--- config.mk ---
export PLATFORM = sky130hd
export DESIGN_NAME = instr_fetch_unit
export DESIGN_NICKNAME = d
export VERILOG_FILES = /design/src/rtl/mips_pkg.sv /design/src/rtl/ifu_byte_assembler.sv /design/src/rtl/instr_fetch_unit.sv
export SDC_FILE = /design/constraint.sdc
export NUM_CORES = 1
export LEC_CHECK = 0
export BUFFER_PORTS_ARGS = -buffer_cell sky130_fd_sc_hd__buf_2
export CAP_MARGIN = 20
export CELL_PAD_IN_SITES_DETAIL_PLACEMENT = 0
export CELL_PAD_IN_SITES_GLOBAL_PLACEMENT = 1
export CORE_ASPECT_RATIO = 1.5
export CORE_UTILIZATION = 42
export CTS_BUF_LIST = sky130_fd_sc_hd__clkbuf_2 sky130_fd_sc_hd__clkbuf_4 sky130_fd_sc_hd__clkbuf_8
export DETAILED_ROUTE_END_ITERATION = 10
export PLACE_DENSITY = 0.9
export SYNTH_ARGS = -nofsm -noshare
export SYNTH_HDL_FRONTEND = slang
export SYNTH_SLANG_ARGS = --single-unit
--- constraint.sdc ---
create_clock -name clk -period 4.6 [get_ports clk]
set_clock_uncertainty 0.15 [all_clocks]
set_input_delay 0.69 -clock clk [delete_from_list [all_inputs] [get_ports clk]]
set_output_delay 0.69 -clock clk [all_outputs]
set_load 0.05 [all_outputs]
--- src/rtl/mips_pkg.sv ---
// Shared encodings for the instruction fetch path: FSM states, MIPS field positions, bytes per word.
// Pure declarations; no latency or flow control of its own.
package mips_pkg;

    typedef enum logic [1:0] {
        S_IDLE  = 2'd0,
        S_FETCH = 2'd1,
        S_VALID = 2'd2
    } ifu_state_t;

    localparam int INSTR_BYTES = 4;

    localparam int OP_MSB    = 31;
    localparam int OP_LSB    = 26;
    localparam int RS_MSB    = 25;
    localparam int RS_LSB    = 21;
    localparam int RT_MSB    = 20;
    localparam int RT_LSB    = 16;
    localparam int RD_MSB    = 15;
    localparam int RD_LSB    = 11;
    localparam int FUNCT_MSB = 5;
    localparam int FUNCT_LSB = 0;
    localparam int IMM_W     = 16;

endpackage

--- src/rtl/ifu_byte_assembler.sv ---
// Collects little-endian bytes into a shadow word and commits it to the instruction register on the last byte.
// One byte per i_wr edge; the caller holds i_wr low (and the byte stays pending) while memory has not acked.
module ifu_byte_assembler #(
    parameter int INSTR_BYTES = 4,
    parameter int CW          = (INSTR_BYTES > 1) ? $clog2(INSTR_BYTES) : 1
) (
    input  logic                     i_clk,
    input  logic                     i_rst_n,
    input  logic                     i_clr,
    input  logic                     i_wr,
    input  logic [7:0]               i_rdata,
    output logic [CW-1:0]            o_byte_cnt,
    output logic                     o_last,
    output logic [8*INSTR_BYTES-1:0] o_instr
);

    localparam int SW = 8 * INSTR_BYTES;

    logic [CW-1:0] r_byte_cnt;
    logic [SW-1:0] r_shadow;
    logic [SW-1:0] r_instr;
    logic          w_last;

    assign w_last = (r_byte_cnt == CW'(INSTR_BYTES - 1));

    always_ff @(posedge i_clk) begin
        if (!i_rst_n) begin
            r_byte_cnt <= '0;
            r_shadow   <= '0;
            r_instr    <= '0;
        end else if (i_clr) begin
            // Old shadow bytes are left in place; every lane is rewritten before the next commit.
            r_byte_cnt <= '0;
        end else if (i_wr) begin
            for (int i = 0; i < INSTR_BYTES; i++) begin
                if (r_byte_cnt == CW'(i)) begin
                    r_shadow[8*i +: 8] <= i_rdata;
                end
            end
            if (w_last) begin
                r_instr    <= {i_rdata, r_shadow[SW-9:0]};
                r_byte_cnt <= '0;
            end else begin
                r_byte_cnt <= r_byte_cnt + 1'b1;
            end
        end
    end

    assign o_byte_cnt = r_byte_cnt;
    assign o_last     = w_last;
    assign o_instr    = r_instr;

endmodule

--- src/rtl/instr_fetch_unit.sv ---
// Fetches a 32-bit instruction as four byte reads over req/ack and presents it with valid/consume.
// 5 cycles start->valid with zero-wait memory; mem_addr holds until ack; VALID holds until consume or flush.
module instr_fetch_unit #(
    parameter int ADDR_WIDTH  = 8,
    parameter int INSTR_BYTES = 4
) (
    input  logic                  clk,
    input  logic                  reset,
    input  logic                  start,
    input  logic [ADDR_WIDTH-1:0] pc_in,
    input  logic                  flush,
    input  logic                  consume,
    output logic                  mem_req,
    output logic [ADDR_WIDTH-1:0] mem_addr,
    input  logic [7:0]            mem_rdata,
    input  logic                  mem_ack,
    output logic [31:0]           instr,
    output logic [5:0]            op,
    output logic [5:0]            funct,
    output logic [4:0]            rs,
    output logic [4:0]            rt,
    output logic [4:0]            rd,
    output logic [15:0]           imm,
    output logic                  instr_valid,
    output logic [ADDR_WIDTH-1:0] pc_next,
    output logic                  busy
);

    import mips_pkg::*;

    localparam int CW = (INSTR_BYTES > 1) ? $clog2(INSTR_BYTES) : 1;

    ifu_state_t            r_state;
    logic [ADDR_WIDTH-1:0] r_base;
    logic [ADDR_WIDTH-1:0] r_pc_next;

    logic                  w_launch;
    logic                  w_wr;
    logic                  w_clr;
    logic                  w_last;
    logic [CW-1:0]         w_byte_cnt;
    logic [31:0]           w_instr;

    // A new fetch may only begin from IDLE, or from VALID in the same cycle the instruction is taken.
    assign w_launch = !flush && start &&
                      ((r_state == S_IDLE) || ((r_state == S_VALID) && consume));
    assign w_wr     = (r_state == S_FETCH) && mem_ack && !flush;
    assign w_clr    = flush || w_launch;

    always_ff @(posedge clk) begin
        if (!reset) begin
            r_state   <= S_IDLE;
            r_base    <= '0;
            r_pc_next <= '0;
        end else if (flush) begin
            r_state <= S_IDLE;
        end else begin
            case (r_state)
                S_IDLE: begin
                    if (start) begin
                        r_base  <= pc_in;
                        r_state <= S_FETCH;
                    end
                end
                S_FETCH: begin
                    if (mem_ack && w_last) begin
                        r_pc_next <= r_base + ADDR_WIDTH'(INSTR_BYTES);
                        r_state   <= S_VALID;
                    end
                end
                S_VALID: begin
                    if (consume) begin
                        if (start) begin
                            r_base  <= pc_in;
                            r_state <= S_FETCH;
                        end else begin
                            r_state <= S_IDLE;
                        end
                    end
                end
                default: r_state <= S_IDLE;
            endcase
        end
    end

    ifu_byte_assembler #(
        .INSTR_BYTES (INSTR_BYTES),
        .CW          (CW)
    ) u_asm (
        .i_clk      (clk),
        .i_rst_n    (reset),
        .i_clr      (w_clr),
        .i_wr       (w_wr),
        .i_rdata    (mem_rdata),
        .o_byte_cnt (w_byte_cnt),
        .o_last     (w_last),
        .o_instr    (w_instr)
    );

    assign busy        = (r_state == S_FETCH);
    assign mem_req     = busy;
    assign instr_valid = (r_state == S_VALID);
    assign mem_addr    = busy ? (r_base + ADDR_WIDTH'(w_byte_cnt)) : '0;
    assign pc_next     = r_pc_next;

    assign instr = w_instr;
    assign op    = w_instr[OP_MSB:OP_LSB];
    assign rs    = w_instr[RS_MSB:RS_LSB];
    assign rt    = w_instr[RT_MSB:RT_LSB];
    assign rd    = w_instr[RD_MSB:RD_LSB];
    assign funct = w_instr[FUNCT_MSB:FUNCT_LSB];
    assign imm   = w_instr[IMM_W-1:0];

endmodule

Yosys cells after proc, flatten, opt, wreduce, memory -nomap -nowiden
Cells that the tools add are included.

storage, ports and cells
  register bits = 76
  input port bits = 22
  output and inout port bits = 94
  word-level logic and storage cells = 53

cells by class
  add/sub/neg operators = 3
  eq/ne operators = 8
  multiplexer cells = 10
  bitwise gates (word level) = 3
  reductions and logical operators = 21

operators by type and width
  operator               count
  $mux W8                3
  $reduce_and A3 Y1      7
  $pmux W8 S2            1
  $add A8 B2 Y8          1
  $add A8 B3 Y8 const B  1
  $mux W2                4
  $eq A2 B2 Y1 const B   3
  $logic_and A1 B1 Y1    6
  $pmux W2 S3            1
  $eq A2 B1 Y1 const B   2
  $logic_not A2 Y1       2
  $ne A2 B2 Y1 const B   2
  $reduce_or A2 Y1       2
  $not A1 Y1             3
  $add A2 B1 Y2 const B  1
  $logic_or A1 B1 Y1     2
  $ne A2 B1 Y1 const B   1
  $reduce_bool A2 Y1     1
  $logic_not A1 Y1       1
  $mux W1                1

Longest topological paths before layout
Gate-level depths: netlist (run 1).

  depth in word-level cells = 7
  mapped depth = 6
  mapped depth without buffers = 5

Cells and area by module
Synthesis (run 1) repeated with hierarchy kept, for this count alone.

unflattened totals
  cells, all modules = 376
  area, all modules = 3554.7 µm²

modules (own cells, without submodules)
  module              instances  cells an instance  area each (µm²)  sequential area each (µm²)
  ifu_byte_assembler  1          208                2209.6           1161.1
  instr_fetch_unit    1          168                1345.0           360.3

Worst setup path after synthesis (run 1)
OpenSTA, ideal clock, no wires.

  path kind = flip-flop to output port
  start point = reg u_asm.r_byte_cnt[1], in the netlist u_asm.o_byte_cnt[1]
  end point = out mem_addr[7]
  arrival time = 1.984 ns
  data required time = 3.760 ns
  path slack = 1.776 ns
  cell stages (with the launch flop) = 5
  buffers on the path = 0
  cells stage by stage = dfxtp_1 -> ha_1 -> a21oi_1 -> or4_1 -> a21oi_1

between the ends
  word-level cells in the longest chain between the ends = 2

RTL lines
  what                    line                      text
  from (decl)             ifu_byte_assembler.sv:19  logic [CW-1:0] r_byte_cnt;
  from (signal assigned)  ifu_byte_assembler.sv:44  r_byte_cnt <= r_byte_cnt + 1'b1;
  $add A8 B2 Y8           instr_fetch_unit.sv:103   assign mem_addr = busy ? (r_base + ADDR_WIDTH'(w_byte_cnt)) : '0;
  $mux W8                 instr_fetch_unit.sv:103
  to (decl)               instr_fetch_unit.sv:14    output logic [ADDR_WIDTH-1:0] mem_addr,

No other way between the ends.

Worst setup path in the final report (run 1)
Ends and elaborated chain as after synthesis.

==> impl_metrics.json, run 1 <==
{
  "firstDrtPassIters": 4,
  "final_nets": 502,
  "m1WireLength_um": 3413,
  "worstPathMaxFanout": 6,
  "drc": 0,
  "avgSynthCellArea_um2": 8.833,
  "place_hpwl_um": 5975,
  "vias": 3052,
  "setup_tns_ns": 0,
  "post_drt_wl_per_cell_um": 14.59,
  "synth.area.mux_share_pct": 6.761,
  "cts-htree-levels": 3,
  "synth_xor_area_share_pct": 1.183,
  "synthAdderAreaFrac_pct": 2.907,
  "fmax_mhz": 343.0,
  "drtIter0Drc": 209,
  "antenna_left": 0,
  "synth_top_family_by_area": "compound AO/OA/AOI/OAI gates",
  "met2_length_um": 4534,
  "place_ws_ns": 2.055,
  "synthToLayoutAreaGrowth_pct": 13.08,
  "leakagePower_uw": 0.001961,
  "viasPerCell": 5.226,
  "synth-edff-count": 0,
  "cts_resized": 0,
  "min_period_ns": 2.915,
  "finalWirelength_um": 8519,
  "gp_congestion": 0.9116,
  "grt_pass1_vias": 2826,
  "synth_flop_cell": "dfxtp_1",
  "ys_seq_area_share_pct": 41.11,
  "synth-seq-cells": 76,
  "synth_fp_nets": 449,
  "crit_path_start_kind": "flip-flop",
  "hold_path_class": "flip-flop to flip-flop",
  "grt_use_total_pct": 19.30,
  "dieArea_mm2": 0.009199,
  "ctsHoldBuffers": 0,
  "critPathArrivalTime_ns": 2.08,
  "rsz0062_at_grt": "false",
  "powerDensity_mw_per_mm2": 327.6,
  "antenna_found_initial": 0,
  "highest_layer": "met4",
  "clk_latency_ns": 0.35,
  "die_y_um": 117.0,
  "finalHoldViolations": 0,
  "io_pins": 116,
  "post_synth_num_cell_types": 44,
  "synth-simple-area-share_pct": 16.60,
  "syn-cell-area_mm2": 0.003701,
  "slew_headroom_pct": 39.50,
  "grt_first_pass_wirelength_um": 13850,
  "syn-instance-count": 419,
  "cts_buffers": 9,
  "num_rows": 41,
  "cts.clk_slew.worst_paths_ns": 0.08,
  "grt_max_degree": 48,
  "status": "completed",
  "tightest_slew_ns": 0.9061,
  "initial_core_util_pct": 43.73,
  "drive_gt1_share_pct": 30.61,
  "fin_ws_ns": 1.685,
  "portBuffers": 115,
  "cp.required_ns": 3.76,
  "die_x_um": 78.65,
  "synth_compound_area_share_pct": 17.41,
  "grt-ovfl-total": 0,
  "maxCapViolCount": 0,
  "crit_type": "flip-flop to output pin",
  "cts_tree": "yes",
  "cts.sinks": 76,
  "post_cts_buffers": 0,
  "end_kind": "output pin",
  "drv_slew": 0,
  "cts.root.buffer_cell": "clkbuf_8",
  "max-clock-path-buffers": 2,
  "core_mm2": 0.008464,
  "diodes": 0,
  "vdd_drop_max_mv": 0.2435,
  "async_flop_share_pct": 0,
  "met3_length_um": 398,
  "period_share_pct": 63.37,
  "finalSetupViolations": 0,
  "yosys_warnings": 0
}
## layout by cell type, fill, tap and decap left out, drive strengths merged, types with 3 or more instances in the layout
| master | count |
|---|---|
| nor2 | 4 |
| ha | 7 |
| or3 | 3 |
| mux2i | 25 |
| a21o | 3 |
| nand4 | 8 |
| xnor2 | 3 |
| inv | 5 |
| o31ai | 9 |
| o21ai | 39 |
| bufinv | 3 |
| a21oi | 54 |
| clkinv | 3 |
| clkbuf | 10 |
| nand2b | 5 |
| nand3 | 39 |
| dfxtp | 76 |
| buf | 118 |
| nand2 | 40 |
## report_power, final
group	internal [uW]	switching [uW]
Sequential	662	6.92
Combinational	21.6	54.0
Clock	375	252
## path summary, 6_finish.rpt
kind                                     startpoint           endpoint  slack, ns  depth (start not counted)
worst max-delay path            u_asm.o_byte_cnt[1]        mem_addr[7]       1.68                          5
worst min-delay path              u_asm.r_shadow[8]  u_asm.r_shadow[8]       0.32                          2
worst max register to register  u_asm.o_byte_cnt[1]         pc_next[6]       2.16                          5
worst min register to register    u_asm.r_shadow[8]  u_asm.r_shadow[8]       0.32                          2
## sequential cells by signal, summed over array words and instances (netlist names)
name,cells
pc_next,8
u_asm.r_shadow,24
r_base,8
u_asm.o_instr,32
r_state,2
u_asm.o_byte_cnt,2
## through the flow
step / instance area, um^2 / util (%) / hold slack (ns) / cells / total power (uW)
floorplan: 3701 / - / 0.2887 / 419 / 736.7
global placement: 3936 / 46.50 / 0.2972 / 568 / 759.4
detailed placement: 3936 / 46.50 / 0.3034 / 568 / 759.9
CTS: 4185 / 49.45 / 0.3141 / 584 / 1383
global route: 4185 / 49.45 / 0.3317 / 584 / 1423
finish: 4185 / 49.45 / 0.3165 / 584 / 1371
## critical path, cell delays in order, from the launching register on
cell and delay, ns:
dfxtp_1 0.38, ha_1 0.30, a21oi_1 0.13, or4_1 0.49, a21oi_1 0.15, buf_2 0.28
## cell families after synthesis
group / after synthesis
XOR/XNOR: 5
adder cells (fa/ha/maj): 8
buffers and inverters: 82
multiplexers: 25
AND/OR/NAND/NOR: 110
flip-flops: 76
AO/OA/AOI/OAI: 113
## cell usage after synthesis (4+ instances only)
library cell	instances	area (um^2)
o31ai_1	9	67.56
o21ai_0	39	195.2
clkbuf_2	4	20.02
ha_1	7	87.58
nand2_1	36	135.1
dfxtp_1	76	1521
mux2i_1	25	250.2
a21oi_1	52	260.3
nand3_1	39	195.2
clkbuf_1	17	63.81
buf_4	48	360.4
inv_1	4	15.01
nor2_1	4	15.01
nand2b_1	5	31.28
nand4_1	8	50.05
## metal layers
| metal | vias to the layer above | global-route usage (%) |
|---|---|---|
| met1 | 1425 | 22.04 |
| met3 | 14 | 3.876 |
| li1 | 1519 | - |
| met5 | - | 0 |
| met2 | 94 | 34.78 |
| met4 | 0 | 8.148 |
## final cells by class
type / count / area (um^2)
fillers: 829 / 4279
multi-input cells: 261 / 1660
flip-flops and latches: 76 / 1521
repair buffers: 118 / 598.1
clock buffers: 10 / 137.6
well taps: 107 / 133.9
clock inverters: 6 / 111.4
inverters: 6 / 22.52
(Power assumes the default switching activity.)
==> inputs of run 2 (changes only) <==
- ABC_AREA: default -> 1
- CORE_UTILIZATION: 42 -> 36
- PLACE_DENSITY: 0.9 -> 0.83
- clock period: 4.6 -> 2.7 ns (I/O delays scaled with it)
==> impl_metrics.json, run 2 <==
{
  "dieArea_mm2": 0.009950,
  "max-clock-path-buffers": 2,
  "final_cell_mix": "115 x buf_2, 97 x nor2_1, 76 x dfxtp_1",
  "avgSynthCellArea_um2": 7.423,
  "status": "completed",
  "initial_core_util_pct": 37.14,
  "gp_congestion": 0.8328,
  "synth.area.top_cells": "dfxtp_1 44%, nor2_1 11%, buf_4 10%",
  "fmax_mhz": 390.3,
  "cts.clk_slew.worst_paths_ns": 0.08,
  "nFillCells": 981,
  "hold_path_class": "input pin to flip-flop",
  "grt_util_met2_pct": 30.89,
  "netSwitchingPower_uw": 504.2,
  "finalSetupViolations": 0,
  "antenna_found_initial": 0,
  "grt_pass1_vias": 2792,
  "drv_slew": 0,
  "grt_use_total_pct": 17.32,
  "cp.required_ns": 2.14,
  "io_pins": 116,
  "drtIter0Drc": 175,
  "final_nets": 558,
  "period_share_pct": 94.90,
  "drc": 0,
  "finalWirelength_um": 8062,
  "ctsHoldBuffers": 0,
  "vias": 3022,
  "pwr-share-comb_pct": 5.8,
  "drive_gt1_share_pct": 27.39,
  "finalHoldViolations": 0,
  "core_mm2": 0.009254,
  "synth_commonest_cells": "98 x nor2_1, 76 x dfxtp_1, 64 x nand2_1",
  "largest_register_ffs": 32,
  "powerDensity_mw_per_mm2": 527.6,
  "layout_commonest_cell": "buf_2",
  "min_period_ns": 2.562,
  "viasPerCell": 4.685,
  "cts_resized": 0,
  "end_kind": "output pin",
  "grt_first_pass_wirelength_um": 12870,
  "grt_use_met1_pct": 17.95,
  "grt_max_degree": 46,
  "post_drt_wl_per_cell_um": 12.50,
  "intPower_uw": 1586,
  "cts-htree-levels": 3,
  "crit_path_start_kind": "flip-flop",
  "syn-cell-area_mm2": 0.003437,
  "leakagePower_uw": 0.001846,
  "grt-ovfl-total": 0,
  "diodes": 0,
  "cts_tree": "yes",
  "post_cts_buffers": 0,
  "tightest_slew_ns": 0.5580,
  "yosys_warnings": 0,
  "die_y_um": 121.7,
  "vdd_drop_max_mv": 0.2884,
  "ys_seq_area_share_pct": 44.27,
  "rsz0062_at_grt": "false",
  "num_rows": 43,
  "top_usage_layer": "met2",
  "synth-edff-count": 0,
  "cts_buffers": 9,
  "finalPower_uw": 2091,
  "met3_usage_pct": 4.794,
  "seqPwrFrac_pct": 54.6,
  "synth_flop_cell": "dfxtp_1",
  "syn-instance-count": 463,
  "synthToLayoutAreaGrowth_pct": 15.29,
  "cts.sinks": 76,
  "portBuffers": 115,
  "crit_type": "flip-flop to output pin",
  "worstPathMaxFanout": 6,
  "synth_fp_nets": 493,
  "yosysTopAreaCellShare_pct": 44.27,
  "critPathArrivalTime_ns": 2.01,
  "die_x_um": 81.78,
  "post_synth_num_cell_types": 24,
  "setup_tns_ns": 0,
  "slew_headroom_pct": 62.71,
  "antenna_left": 0,
  "clk_latency_ns": 0.36,
  "firstDrtPassIters": 4,
  "clkPwrFrac_pct": 39.6,
  "synth-seq-cells": 76,
  "yosysMostFrequentCell": "nor2_1",
  "cts.root.buffer_cell": "clkbuf_8",
  "p_sw_share_pct": 24.12,
  "async_flop_share_pct": 0,
  "maxCapViolCount": 0,
  "yosysTopAreaCell": "dfxtp_1",
  "place_hpwl_um": 5899
}
run 2: per-layer routing:
layer | part of all wire [%] | wire, um | vias up
met4 | 2.6 | 207 | 0
met3 | 5.3 | 426 | 12
li1 | - | - | 1573
met5 | 0 | 0 | -
met1 | 41 | 3293 | 1353
met2 | 51 | 4134 | 84
run 2: final cells by class:
class | count | area, um^2 | area share [%]
sequential | 76 | 1521 | 38.40
multi-input combinational | 296 | 1386 | 34.99
timing repair buffer | 121 | 633.1 | 15.98
clock buffer | 13 | 172.7 | 4.357
tap | 112 | 140.1 | 3.536
inverter | 24 | 90.09 | 2.273
clock inverter | 3 | 18.77 | 0.4736
run 2: power groups by stage:
stage | registers, uW | logic (uW) | clock network, uW
6_report | 1140 | 120 | 829
5_1_grt | 1140 | 137 | 904
4_1_cts | 1140 | 122 | 857
3_5_place_dp | 1170 | 121 | 0
3_3_place_gp | 1170 | 121 | 0
2_1_floorplan | 1160 | 79.0 | 0
run 2: metrics by stage:
stage	hold slack (ns)	setup slack, ns	utilization [%]	std cells	instance area [um^2]
2_1_floorplan	0.2878	0.2151	-	463	3437
3_3_place_gp	0.2988	0.5364	40.75	629	3771
3_5_place_dp	0.3016	0.5233	40.75	629	3771
4_1_cts	0.09655	0.1234	42.82	645	3963
5_1_grt	0.1197	0.01081	42.82	645	3963
6_report	0.1181	0.1377	42.82	645	3963
run 2: path summary, 6_finish.rpt:
| check | from | end | slack (ns) | depth (start not counted) |
|---|---|---|---|---|
| max | u_asm.o_byte_cnt[0] | mem_addr[2] | 0.14 | 6 |
| min reg2reg | u_asm.r_shadow[20] | u_asm.r_shadow[20] | 0.31 | 2 |
| max reg2reg | u_asm.o_byte_cnt[1] | u_asm.o_instr[8] | 0.80 | 6 |
| min | pc_in[6] | r_base[6] | 0.12 | 3 |
run 2: cell families (layout without fill, tap and decap cells):
group                    after synthesis  count (layout)  share of synthesized area, %
buffers and inverters                 91             161                         15.62
adder cells (fa/ha/maj)                8               8                         3.131
AO/OA/AOI/OAI                         83              83                         12.20
flip-flops                            76              76                         44.27
AND/OR/NAND/NOR                      203             203                         24.28
XOR/XNOR                               2               2                        0.5097
run 2: critical path: stages (launching register included):
cell and delay [ns]:
dfxtp_1 0.37, ha_1 0.24, fa_1 0.47, inv_1 0.11, o21ai_0 0.08, a21oi_1 0.12
buf_2 0.27
==> inputs of run 3 (changes only) <==
- RECOVER_POWER: default -> 100
==> impl_metrics.json, run 3 (same netlist as run 2, synthesis figures left out) <==
{
  "vias": 3024,
  "worstSetupStartpoint": "u_asm.o_byte_cnt[0]",
  "end_kind": "output pin",
  "crit_path_start_kind": "flip-flop",
  "finalHoldViolations": 0,
  "dpl-instance-area_mm2": 0.003771,
  "drv_slew": 0,
  "grt_pass1_vias": 2792,
  "dieArea_mm2": 0.009950,
  "fmax_mhz": 390.3,
  "met3_usage_pct": 4.794,
  "grt-ovfl-total": 0,
  "antenna_found_initial": 0,
  "top_usage_layer": "met2",
  "cts_buffers": 9,
  "min_period_ns": 2.562,
  "place_hpwl_um": 5899,
  "post_drt_wl_per_cell_um": 12.61,
  "drtIter0Drc": 171,
  "clk_latency_ns": 0.36,
  "grt_first_pass_wirelength_um": 12870,
  "diodes": 0,
  "worstPathMaxFanout": 6,
  "num_rows": 43,
  "status": "completed",
  "ctsHoldBuffers": 0,
  "cts_resized": 0,
  "period_share_pct": 94.90,
  "crit_type": "flip-flop to output pin",
  "final_cell_mix": "97 x nor2_1, 88 x clkbuf_1, 76 x dfxtp_1",
  "drc": 0,
  "cts.clk_slew.worst_paths_ns": 0.07,
  "max-clock-path-buffers": 2,
  "clkPwrFrac_pct": 39.6,
  "cts-htree-levels": 3,
  "ff2ff_setup_slack_ns": 0.32,
  "cp.required_ns": 2.14,
  "viasPerCell": 4.688,
  "slew_headroom_pct": 20.57,
  "final_nets": 558,
  "drive_gt1_share_pct": 10.88,
  "antenna_left": 0,
  "die_y_um": 121.7,
  "p_sw_share_pct": 24.09,
  "powerDensity_mw_per_mm2": 545.5,
  "cts_tree": "yes",
  "die_x_um": 81.78,
  "maxCapViolCount": 0,
  "final_area_mm2": 0.003830,
  "vdd_drop_max_mv": 0.2880,
  "timing.rr.end": "u_asm.o_instr[8]",
  "tightest_slew_ns": 1.191,
  "post_cts_buffers": 0,
  "rr_worst_depth": 6,
  "pwr-share-comb_pct": 5.7,
  "rsz0062_at_grt": "false",
  "layout_commonest_cell": "nor2_1",
  "seqPwrFrac_pct": 54.6,
  "finalWirelength_um": 8133,
  "netSwitchingPower_uw": 503.2,
  "leakagePower_uw": 0.001449,
  "largest_register_ffs": 32,
  "hold_path_class": "input pin to flip-flop",
  "portBuffers": 115,
  "grt_util_met2_pct": 30.89,
  "gp_congestion": 0.8328,
  "io_pins": 116,
  "synthToLayoutAreaGrowth_pct": 11.43,
  "grt_max_degree": 46,
  "timing.rr.start": "u_asm.o_byte_cnt[1]",
  "critPathArrivalTime_ns": 2.01,
  "worstSetupEndpoint": "mem_addr[2]",
  "setup_tns_ns": 0,
  "finalSetupViolations": 0,
  "finalPower_uw": 2089,
  "cts.sinks": 76,
  "firstDrtPassIters": 4,
  "min_from": "pc_in[3]",
  "grt_use_total_pct": 17.32,
  "grt_use_met1_pct": 17.95,
  "initial_core_util_pct": 37.14,
  "core_mm2": 0.009254,
  "final_core_util_pct": 41.39,
  "intPower_uw": 1586,
  "cts.root.buffer_cell": "clkbuf_8"
}
-- run 3: worst min-delay path by stage --
stage | to | slack (ns) | depth (start not counted)
floorplan | u_asm.r_shadow[1] | 0.29 | 2
global placement | u_asm.r_shadow[19] | 0.30 | 2
detailed placement | u_asm.r_shadow[18] | 0.30 | 2
CTS | r_base[6] | 0.1 | 3
global route | r_base[7] | 0.12 | 3
finish | r_base[3] | 0.12 | 3
-- run 3: stage by stage --
step | hold slack (ns) | std cells | setup slack (ns)
6_report | 0.1171 | 645 | 0.1376
5_1_grt | 0.1197 | 645 | 0.01061
4_1_cts | 0.09655 | 645 | 0.1234
3_5_place_dp | 0.3016 | 629 | 0.5233
3_3_place_gp | 0.2988 | 629 | 0.5364
2_1_floorplan | 0.2878 | 463 | 0.2151
-- run 3: cell type report --
type	instances	area, um^2
multi-input combinational	296	1381
sequential	76	1521
fill	1038	5424
inverter	24	90.09
tap	112	140.1
timing repair buffer	121	505.5
clock buffer	13	172.7
clock inverter	3	18.77
-- run 3: worst max-delay path: stages (launching register included) --
cell,delay (ns)
dfxtp_1,0.37
ha_1,0.24
fa_1,0.47
inv_1,0.11
o21ai_0,0.08
a21oi_1,0.12
buf_2,0.27
-- run 3: power groups by stage --
| stage | Clock, uW | Combinational [uW] | Sequential, uW |
|---|---|---|---|
| 4_1_cts | 857 | 122 | 1140 |
| 2_1_floorplan | 0 | 79.0 | 1160 |
| 5_1_grt | 904 | 136 | 1140 |
| 3_5_place_dp | 0 | 121 | 1170 |
| 6_report | 828 | 120 | 1140 |
| 3_3_place_gp | 0 | 121 | 1170 |
-- run 3: metal layers --
layer,up-vias,routed length (um)
li1,1568,-
met2,87,4166
met5,-,0
met4,0,205
met3,12,457
met1,1357,3304
